[config.mk]
export PLATFORM = sky130hd
export DESIGN_NAME = apb_uart_rx
export DESIGN_NICKNAME = d
export VERILOG_FILES = /design/src/rtl/apb_uart_rx.sv
export SDC_FILE = /design/constraint.sdc
export NUM_CORES = 1
export LEC_CHECK = 0
export CORE_MARGIN = 1
export CORE_UTILIZATION = 53
export CTS_CLUSTER_DIAMETER = 30
export DETAILED_ROUTE_END_ITERATION = 6
export PLACE_DENSITY = 0.8
export REMOVE_ABC_BUFFERS = 1
export SYNTH_ARGS = -nofsm -noshare
export SYNTH_HDL_FRONTEND = slang
export SYNTH_SLANG_ARGS = --single-unit
export TNS_END_PERCENT = 10
[constraint.sdc]
create_clock -name clk -period 3.9 [get_ports clk]
set_input_delay 0.39 -clock clk [delete_from_list [all_inputs] [get_ports clk]]
set_output_delay 0.39 -clock clk [all_outputs]
set_load 0.01 [all_outputs]
[src/rtl/apb_uart_rx.sv]
// APB slave UART receiver: 8N1 serial input, LSB first, into a small RX FIFO.
// DATA (addr 0) pops the FIFO head on read. STATUS (addr 1) holds NE/FULL/OVR/FERR; OVR and FERR are write-1-to-clear.
module apb_uart_rx #(
    parameter int BUS_WIDTH    = 16,
    parameter int CLKS_PER_BIT = 868,
    parameter int FIFO_DEPTH   = 4
) (
    input  logic                 clk,
    input  logic                 reset,
    input  logic [BUS_WIDTH-1:0] S_PADDR,
    input  logic                 S_PWRITE,
    input  logic                 S_PSELx,
    input  logic                 S_PENABLE,
    input  logic [BUS_WIDTH-1:0] S_PWDATA,
    output logic [BUS_WIDTH-1:0] S_PRDATA,
    output logic                 S_PREADY,
    input  logic                 rx_wire,
    output logic                 rx_irq
);

    localparam int CNT_W   = $clog2(CLKS_PER_BIT);
    localparam int PTR_W   = $clog2(FIFO_DEPTH);
    localparam int COUNT_W = PTR_W + 1;

    localparam logic [CNT_W-1:0]   HALF_CNT = CNT_W'(CLKS_PER_BIT / 2);
    localparam logic [CNT_W-1:0]   LAST_CNT = CNT_W'(CLKS_PER_BIT - 1);
    localparam logic [COUNT_W-1:0] FULL_CNT = COUNT_W'(FIFO_DEPTH);

    typedef enum logic [2:0] {
        ST_IDLE  = 3'd0,
        ST_START = 3'd1,
        ST_DATA  = 3'd2,
        ST_STOP  = 3'd3,
        ST_BREAK = 3'd4
    } state_t;

    // rx synchroniser
    logic [1:0] sync_q;
    logic       rxs;

    always_ff @(posedge clk or negedge reset) begin
        if (!reset) begin
            sync_q <= 2'b11;
        end else begin
            sync_q <= {sync_q[0], rx_wire};
        end
    end

    assign rxs = sync_q[1];

    // receive FSM
    state_t           state_q, state_d;
    logic [CNT_W-1:0] cnt_q, cnt_d;
    logic [2:0]       idx_q, idx_d;
    logic [7:0]       shift_q, shift_d;
    logic             push;
    logic             ferr_set;

    always_ff @(posedge clk or negedge reset) begin
        if (!reset) begin
            state_q <= ST_IDLE;
            cnt_q   <= '0;
            idx_q   <= '0;
            shift_q <= '0;
        end else begin
            state_q <= state_d;
            cnt_q   <= cnt_d;
            idx_q   <= idx_d;
            shift_q <= shift_d;
        end
    end

    always_comb begin
        state_d  = state_q;
        cnt_d    = cnt_q;
        idx_d    = idx_q;
        shift_d  = shift_q;
        push     = 1'b0;
        ferr_set = 1'b0;
        case (state_q)
            ST_IDLE: begin
                if (!rxs) begin
                    state_d = ST_START;
                    cnt_d   = '0;
                end
            end
            ST_START: begin
                if (cnt_q == HALF_CNT) begin
                    cnt_d = '0;
                    idx_d = '0;
                    state_d = rxs ? ST_IDLE : ST_DATA;
                end else begin
                    cnt_d = cnt_q + 1'b1;
                end
            end
            ST_DATA: begin
                if (cnt_q == LAST_CNT) begin
                    cnt_d          = '0;
                    shift_d[idx_q] = rxs;
                    if (idx_q == 3'd7) begin
                        state_d = ST_STOP;
                    end else begin
                        idx_d = idx_q + 1'b1;
                    end
                end else begin
                    cnt_d = cnt_q + 1'b1;
                end
            end
            ST_STOP: begin
                if (cnt_q == LAST_CNT) begin
                    cnt_d = '0;
                    if (rxs) begin
                        push    = 1'b1;
                        state_d = ST_IDLE;
                    end else begin
                        ferr_set = 1'b1;
                        state_d  = ST_BREAK;
                    end
                end else begin
                    cnt_d = cnt_q + 1'b1;
                end
            end
            ST_BREAK: begin
                // a held-low line must go high before the next frame can start
                if (rxs) begin
                    state_d = ST_IDLE;
                end
            end
            default: begin
                state_d = ST_IDLE;
            end
        endcase
    end

    // APB decode
    logic data_rd;
    logic status_wr;
    logic pop;
    logic push_ok;
    logic ovr_set;

    assign S_PREADY  = S_PSELx & S_PENABLE;
    assign data_rd   = S_PSELx & S_PENABLE & ~S_PWRITE & ~S_PADDR[0];
    assign status_wr = S_PSELx & S_PENABLE & S_PWRITE & S_PADDR[0];

    // RX FIFO
    logic [7:0]         mem_q [FIFO_DEPTH];
    logic [PTR_W-1:0]   wr_ptr_q, wr_ptr_d;
    logic [PTR_W-1:0]   rd_ptr_q, rd_ptr_d;
    logic [COUNT_W-1:0] count_q, count_d;
    logic               ne;
    logic               full;

    assign ne   = (count_q != '0);
    assign full = (count_q == FULL_CNT);
    assign pop  = data_rd & ne;
    // a simultaneous pop frees a slot, so a push into a full FIFO still lands
    assign push_ok = push & (~full | pop);
    assign ovr_set = push & full & ~pop;

    always_comb begin
        wr_ptr_d = wr_ptr_q;
        rd_ptr_d = rd_ptr_q;
        count_d  = count_q;
        if (push_ok) begin
            wr_ptr_d = wr_ptr_q + 1'b1;
        end
        if (pop) begin
            rd_ptr_d = rd_ptr_q + 1'b1;
        end
        if (push_ok && !pop) begin
            count_d = count_q + 1'b1;
        end else if (pop && !push_ok) begin
            count_d = count_q - 1'b1;
        end
    end

    always_ff @(posedge clk or negedge reset) begin
        if (!reset) begin
            wr_ptr_q <= '0;
            rd_ptr_q <= '0;
            count_q  <= '0;
        end else begin
            wr_ptr_q <= wr_ptr_d;
            rd_ptr_q <= rd_ptr_d;
            count_q  <= count_d;
        end
    end

    always_ff @(posedge clk) begin
        if (push_ok) begin
            mem_q[wr_ptr_q] <= shift_q;
        end
    end

    // sticky error flags: hardware set wins over a same-cycle clear
    logic ovr_q, ovr_d;
    logic ferr_q, ferr_d;

    always_comb begin
        ovr_d  = ovr_q;
        ferr_d = ferr_q;
        if (status_wr && S_PWDATA[2]) begin
            ovr_d = 1'b0;
        end
        if (status_wr && S_PWDATA[3]) begin
            ferr_d = 1'b0;
        end
        if (ovr_set) begin
            ovr_d = 1'b1;
        end
        if (ferr_set) begin
            ferr_d = 1'b1;
        end
    end

    always_ff @(posedge clk or negedge reset) begin
        if (!reset) begin
            ovr_q  <= 1'b0;
            ferr_q <= 1'b0;
        end else begin
            ovr_q  <= ovr_d;
            ferr_q <= ferr_d;
        end
    end

    // read mux
    always_comb begin
        S_PRDATA = '0;
        if (S_PSELx) begin
            if (S_PADDR[0]) begin
                S_PRDATA[3:0] = {ferr_q, ovr_q, full, ne};
            end else if (ne) begin
                S_PRDATA[7:0] = mem_q[rd_ptr_q];
            end
        end
    end

    assign rx_irq = ne;

    logic unused_bits;
    assign unused_bits = ^{S_PADDR[BUS_WIDTH-1:1], S_PWDATA[BUS_WIDTH-1:4], S_PWDATA[1:0]};

endmodule

## After elaboration in Yosys (flattened, before gate mapping)

Memories as Yosys holds them, arrays and structs flattened.
Index checks and enable logic that the tools add are counted.

| storage, ports and cells | value |
|---|---|
| flip-flop bits (word level) | 35 |
| bits in writable memories | 32 |
| input port bits | 38 |
| logic and storage cells | 105 |
| memories | 1 |

Memories:

| memory | words | width | rd ports | clocked after memory_dff | wr ports | line | text |
|---|---|---|---|---|---|---|---|
| mem_q | 4 | 8 | 1 | 0 | 1 | 147 | `logic [7:0] mem_q [FIFO_DEPTH];` |

| operators by class | value |
|---|---|
| add/sub/neg operators | 6 |
| $lt $le $gt $ge | 2 |
| equality and inequality tests | 15 |
| mux-type cells | 38 |
| bitwise gates (word level) | 14 |
| reductions and logical operators | 19 |

Operator list:

| operator | count |
|---|---|
| 3-bit two-way mux | 12 |
| 10-bit two-way mux | 3 |
| 10-bit one-hot mux with 3 select lines | 1 |
| 8-bit two-way mux | 2 |
| 3-bit one-hot mux with 5 select lines | 1 |
| 2-bit != test, second input constant | 7 |
| 1-bit two-way mux | 13 |
| 10-bit by 1-bit adder with 10-bit output, second input constant | 1 |
| 10-bit equality test, second input constant | 1 |
| 10-bit by 9-bit equality test with 1-bit output, second input constant | 1 |
| 1-bit AND | 9 |
| 3-bit equality test, second input constant | 3 |
| 8-bit bitwise mux | 1 |
| 4-bit two-way mux | 2 |
| 2-bit nonzero test | 4 |
| 3-bit by 1-bit adder with 3-bit output, second input constant | 2 |
| 3-bit by 2-bit equality test with 1-bit output, second input constant | 2 |
| 3-bit one-hot mux with 2 select lines | 1 |
| 6-bit AND reduction | 1 |
| 3-bit nonzero test | 2 |
| 1-bit logical AND | 5 |
| 2-bit by 1-bit adder with 2-bit output, second input constant | 2 |
| 3-bit by 4-bit < comparator with 1-bit output, second input constant | 1 |
| 1-bit inverter | 4 |
| other kinds (11) | 13 |

## Depth between registers and ports, before layout

| depth | value |
|---|---|
| depth in word-level cells | 10 |
| mapped depth | 10 |

## Least setup slack after synthesis

No wires, ideal clock.

| timing path | value |
|---|---|
| kind | register to register |
| start | register cnt_q[2] |
| end | register count_q[2] |
| library setup time | 79 ps |
| data arrival time | 2677 ps |
| required time | 3821 ps |
| path slack | 1144 ps |
| stages on the path, launching flop included | 10 |
| path buffers | 0 |
| period minus slack after synthesis | 2756 ps |
| path through | dfrtp_1 or3b_1 or4_4 nor4_4 ha_1 inv_1 fa_1 xor2_1 nor2_1 xor2_1 |

| on the way | value |
|---|---|
| longest elaborated chain between the ends | 7 |

RTL lines:

| what | line | text |
|---|---|---|
| start, declared | 53 | `logic [CNT_W-1:0] cnt_q, cnt_d;` |
| start signal, assigned | 67 | `cnt_q <= cnt_d;` |
| 10-bit equality test * | 110 | `if (cnt_q == LAST_CNT) begin` |
| 1-bit two-way mux * | 110 |  |
| 1-bit two-way mux * | 80 | `case (state_q)` |
| 1-bit AND * | 158 | `assign push_ok = push & (~full \| pop);` |
| via push_ok | 139 | `logic push_ok;` |
| 1-bit logical NOT | 173 | `end else if (pop && !push_ok) begin` |
| 1-bit logical AND | 173 |  |
| 2-bit nonzero test (no source line) | - |  |
| end signal, assigned | 186 | `count_q <= count_d;` |
| end, declared | 150 | `logic [COUNT_W-1:0] count_q, count_d;` |

The timed path passes the listed nets; every way through them passes the cells marked *.
A chain may end at the register's enable or synchronous reset.

## Worst setup path in the final report

Ends and elaborated chain as after synthesis.

==> summary.md <==
| Metric | Value |
|---|---|
| Worst-path fanout max | `8` |
| Max-slew headroom | `between 40% and 50%` |
| Die area | `6463 µm²` |
| FF-to-FF Start | `cnt_q[2]` |
| Kind of critical path | `reg2reg` |
| Clk_skew | `0.006010 ns` |
| PostCTS Resize Cnt | `0` |
| Clock Latency Late Sink | `approximately 0.34 ns` |
| Core area | `approximately 5900 µm²` |
| Crit share post-route | `roughly four fifths` |
| Initial antenna violation count | `0` |
| DRC | `0` |
| Final ANT Viol Nets | `0` |
| Top FF cell, synth | `dfrtp_1` |
| Initial core utilization | `55.01%` |
| Setup_tns | `0 ns` |
| Fin area | `3686 µm²` |
| Post-Syn Area | `3257 µm²` |
| Total wire length | `approximately 5500 µm` |
| WP data arrival | `between 3 and 4 ns` |
| P&R area growth vs syn | `13.18%` |
| Crit path required time | `approximately 4.2 ns` |
| Fillers | `between 400 and 500` |
| Hold-fix buffers, CTS | `0` |
| RSZ-0062 raised after global routing | `no` |
| Max Cap Viol | `0` |
| First-pass GRT wire length | `around 9200 µm` |
| Worst reg-to-reg path cell count | `9` |
| # IOs | `56` |
| Min-Delay Path Depth | `0` |
| Worst reg2reg setup slack | `about 0.82 ns` |
| Routed vias | `1948` |
| Total GRT Usage | `between 10% and 20%` |
| Die W | `80.39 µm` |
| Reg clk slew, reported paths | `0.07 ns` |
| Pin count of the biggest net entering global routing | `36` |
| Synth warn | `0` |
| Power, Total | `~1.6 mW` |
| Global placement routability congestion | `a little over 0.8` |
| Worst setup EP type | `flop` |
| Worst hold path type | `reg2reg` |
| Avg Inst Size Synth | `about 13 µm²` |
| FMAX | `between 300 and 400 MHz` |
| Max Slew Vio Count | `0` |
| Post-CTS setup buffer count | `0` |
| Status | `complete, no violations` |
| Commonest non-fill, non-tap cell in the layout | `dfrtp_1` |
| Pre-CTS WS | `a little over 0.8 ns` |
| Fraction of layout instances using a drive strength above 1 | `approximately 16%` |
| Wire per inst | `15.35 µm` |
| Static Leak | `roughly 1.5 nW` |
| Rows | `28` |
| First drt pass iteration count | `4` |
| Nets | `roughly 330` |
| Die H | `about 80 µm` |
| Vias in the first global route | `1885` |
| Dpl cell area | `roughly 3500 µm²` |
| Final Hold Viols | `0` |
| Routed vias/inst | `approximately 5.5` |
| Type of origin of the critical path | `flop` |
| GRT Residual Overflow | `0` |
| Fin worst setup slack | `~0.8 ns` |
| Critical R2R Capture | `count_q[2]` |
| Maximum clock path buffer count | `2` |
| Power density cells | `between 400 and 500 nW/µm²` |
| Unique masters post-synth | `54` |
| Yosys reg bits | `67` |
| Clock sink total | `67` |
| Max H-tree Level | `3` |
| # diodes | `0` |
| Post-synth EDFFs | `32` |
| Post-synthesis sequential area ratio | `a little under three fifths` |
| Min-delay src | `sync_q[0]` |
| Final worst path period need | `3.083 ns` |
| Finish-stage setup viols | `0` |
| CTS Buf Count | `9` |
| Buffers on Ports | `18` |
| Most frequent cells in the layout | `33 x dfrtp_1, 32 x edfxtp_1, 18 x nor2_1, 18 x clkdlybuf4s50_1, 16 x nand2_1` |
| Worst slew pin tran | `roughly 0.76 ns` |
| End of the worst hold path | `sync_q[1]` |
| Synthesized netlist cell count | `257` |
| CTS root buffer | `clkbuf_8` |
| Iter 0 DRT Violations | `between 100 and 150` |
| Worst vdd ir | `approximately 0.00027 V` |
| HPWL Detailed | `about 3800 µm` |
| Post-synth ARST share | `around 52%` |
| TritonCTS clock tree | `built` |
==> flip-flops by register name (all words and copies together) (netlist names) <==
name	flops
count_q	3
shift_q	8
sync_q	2
idx_q	3
state_q	3
wr_ptr_q	2
rd_ptr_q	2
cnt_q	10
mem_q	32
ovr_q	1
ferr_q	1
==> cell type report <==
cell class	count	area (µm²)	share of cell area (%)
multi-input cells	167	1296	35.17
inverters	12	45.04	1.222
repair buffers	20	195.2	5.295
clock inverters	6	88.84	2.410
clock buffers	10	127.6	3.462
well taps	75	93.84	2.546
flip-flops and latches	67	1839	49.90
==> power breakdown <==
| group | total [mW] | internal, mW | switching (mW) |
|---|---|---|---|
| Clock | 0.622 | 0.361 | 0.261 |
| Sequential | 0.835 | 0.764 | 0.0710 |
| Combinational | 0.152 | 0.0908 | 0.0608 |
==> worst max-delay path by stage <==
stage	startpoint	end	slack [ns]	cells past startpoint
6_report	cnt_q[2]	count_q[2]	0.82	9
5_1_grt	cnt_q[2]	count_q[2]	0.65	9
4_1_cts	cnt_q[2]	count_q[2]	0.81	9
3_5_place_dp	S_PADDR[0]	count_q[2]	0.82	10
3_3_place_gp	S_PSELx	count_q[2]	0.84	10
2_1_floorplan	cnt_q[2]	count_q[2]	1.14	9
==> kinds of logic after synthesis <==
logic type,count (synthesis),share of synthesized area (%)
AOI/OAI and AO/OA,37,7.876
other,1,0.1151
buffers and inverters,30,4.533
and+or+nand+nor,84,15.10
muxes,22,10.22
DFF,67,56.47
xor gates and xnor gates,6,1.614
adders and majority gates,10,4.072
==> worst max-delay path: stages (launching register included) <==
cell	delay, ns
dfrtp_1	0.47
or3b_1	0.40
or4_4	0.49
nor4_4	0.53
ha_1	0.28
inv_1	0.06
fa_1	0.37
xor2_1	0.15
nor2_1	0.11
xor2_1	0.15
==> Yosys cell counts (2+ instances only) <==
library cell	n	area, µm²
mux2i_1	4	40.04
mux2_2	10	112.6
xor2_1	3	26.28
nor2b_1	10	62.56
nand3b_1	2	15.01
dfstp_2	2	52.55
a22oi_1	2	15.01
edfxtp_1	32	960.9
and2_1	6	37.54
o221ai_1	2	17.52
o21ai_0	11	55.05
or3b_2	2	17.52
inv_1	12	45.04
or3_1	2	12.51
nor3b_2	2	25.02
xnor2_1	3	26.28
nand2_1	16	60.06
a22o_1	2	17.52
clkbuf_1	7	26.28
nor3_1	4	20.02
mux4_2	8	180.2
nor3b_1	5	37.54
a21oi_1	4	20.02
nand3_1	4	20.02
nor2_1	18	67.56
buf_4	9	67.56
o22a_1	2	17.52
o31ai_1	2	15.01
ha_1	9	112.6
a21o_1	5	37.54
and3_1	2	12.51
dfrtp_1	33	825.8
==> stage by stage <==
stage / hold WS, ns / utilization [%] / std cells
2_1_floorplan: 0.09441 / - / 246
3_3_place_gp: 0.3470 / 58.60 / 341
3_5_place_dp: 0.3468 / 58.60 / 341
4_1_cts: 0.3574 / 62.26 / 357
5_1_grt: 0.3602 / 62.26 / 357
6_report: 0.3565 / 62.26 / 357
==> layer usage <==
metal | routed length [µm] | track usage (%)
met2 | 2673 | 31.27
met3 | 173 | 4.432
met5 | 0 | 0
met1 | 2519 | 24.94
met4 | 113 | 10.71
Power figures use the tool's default switching activity.
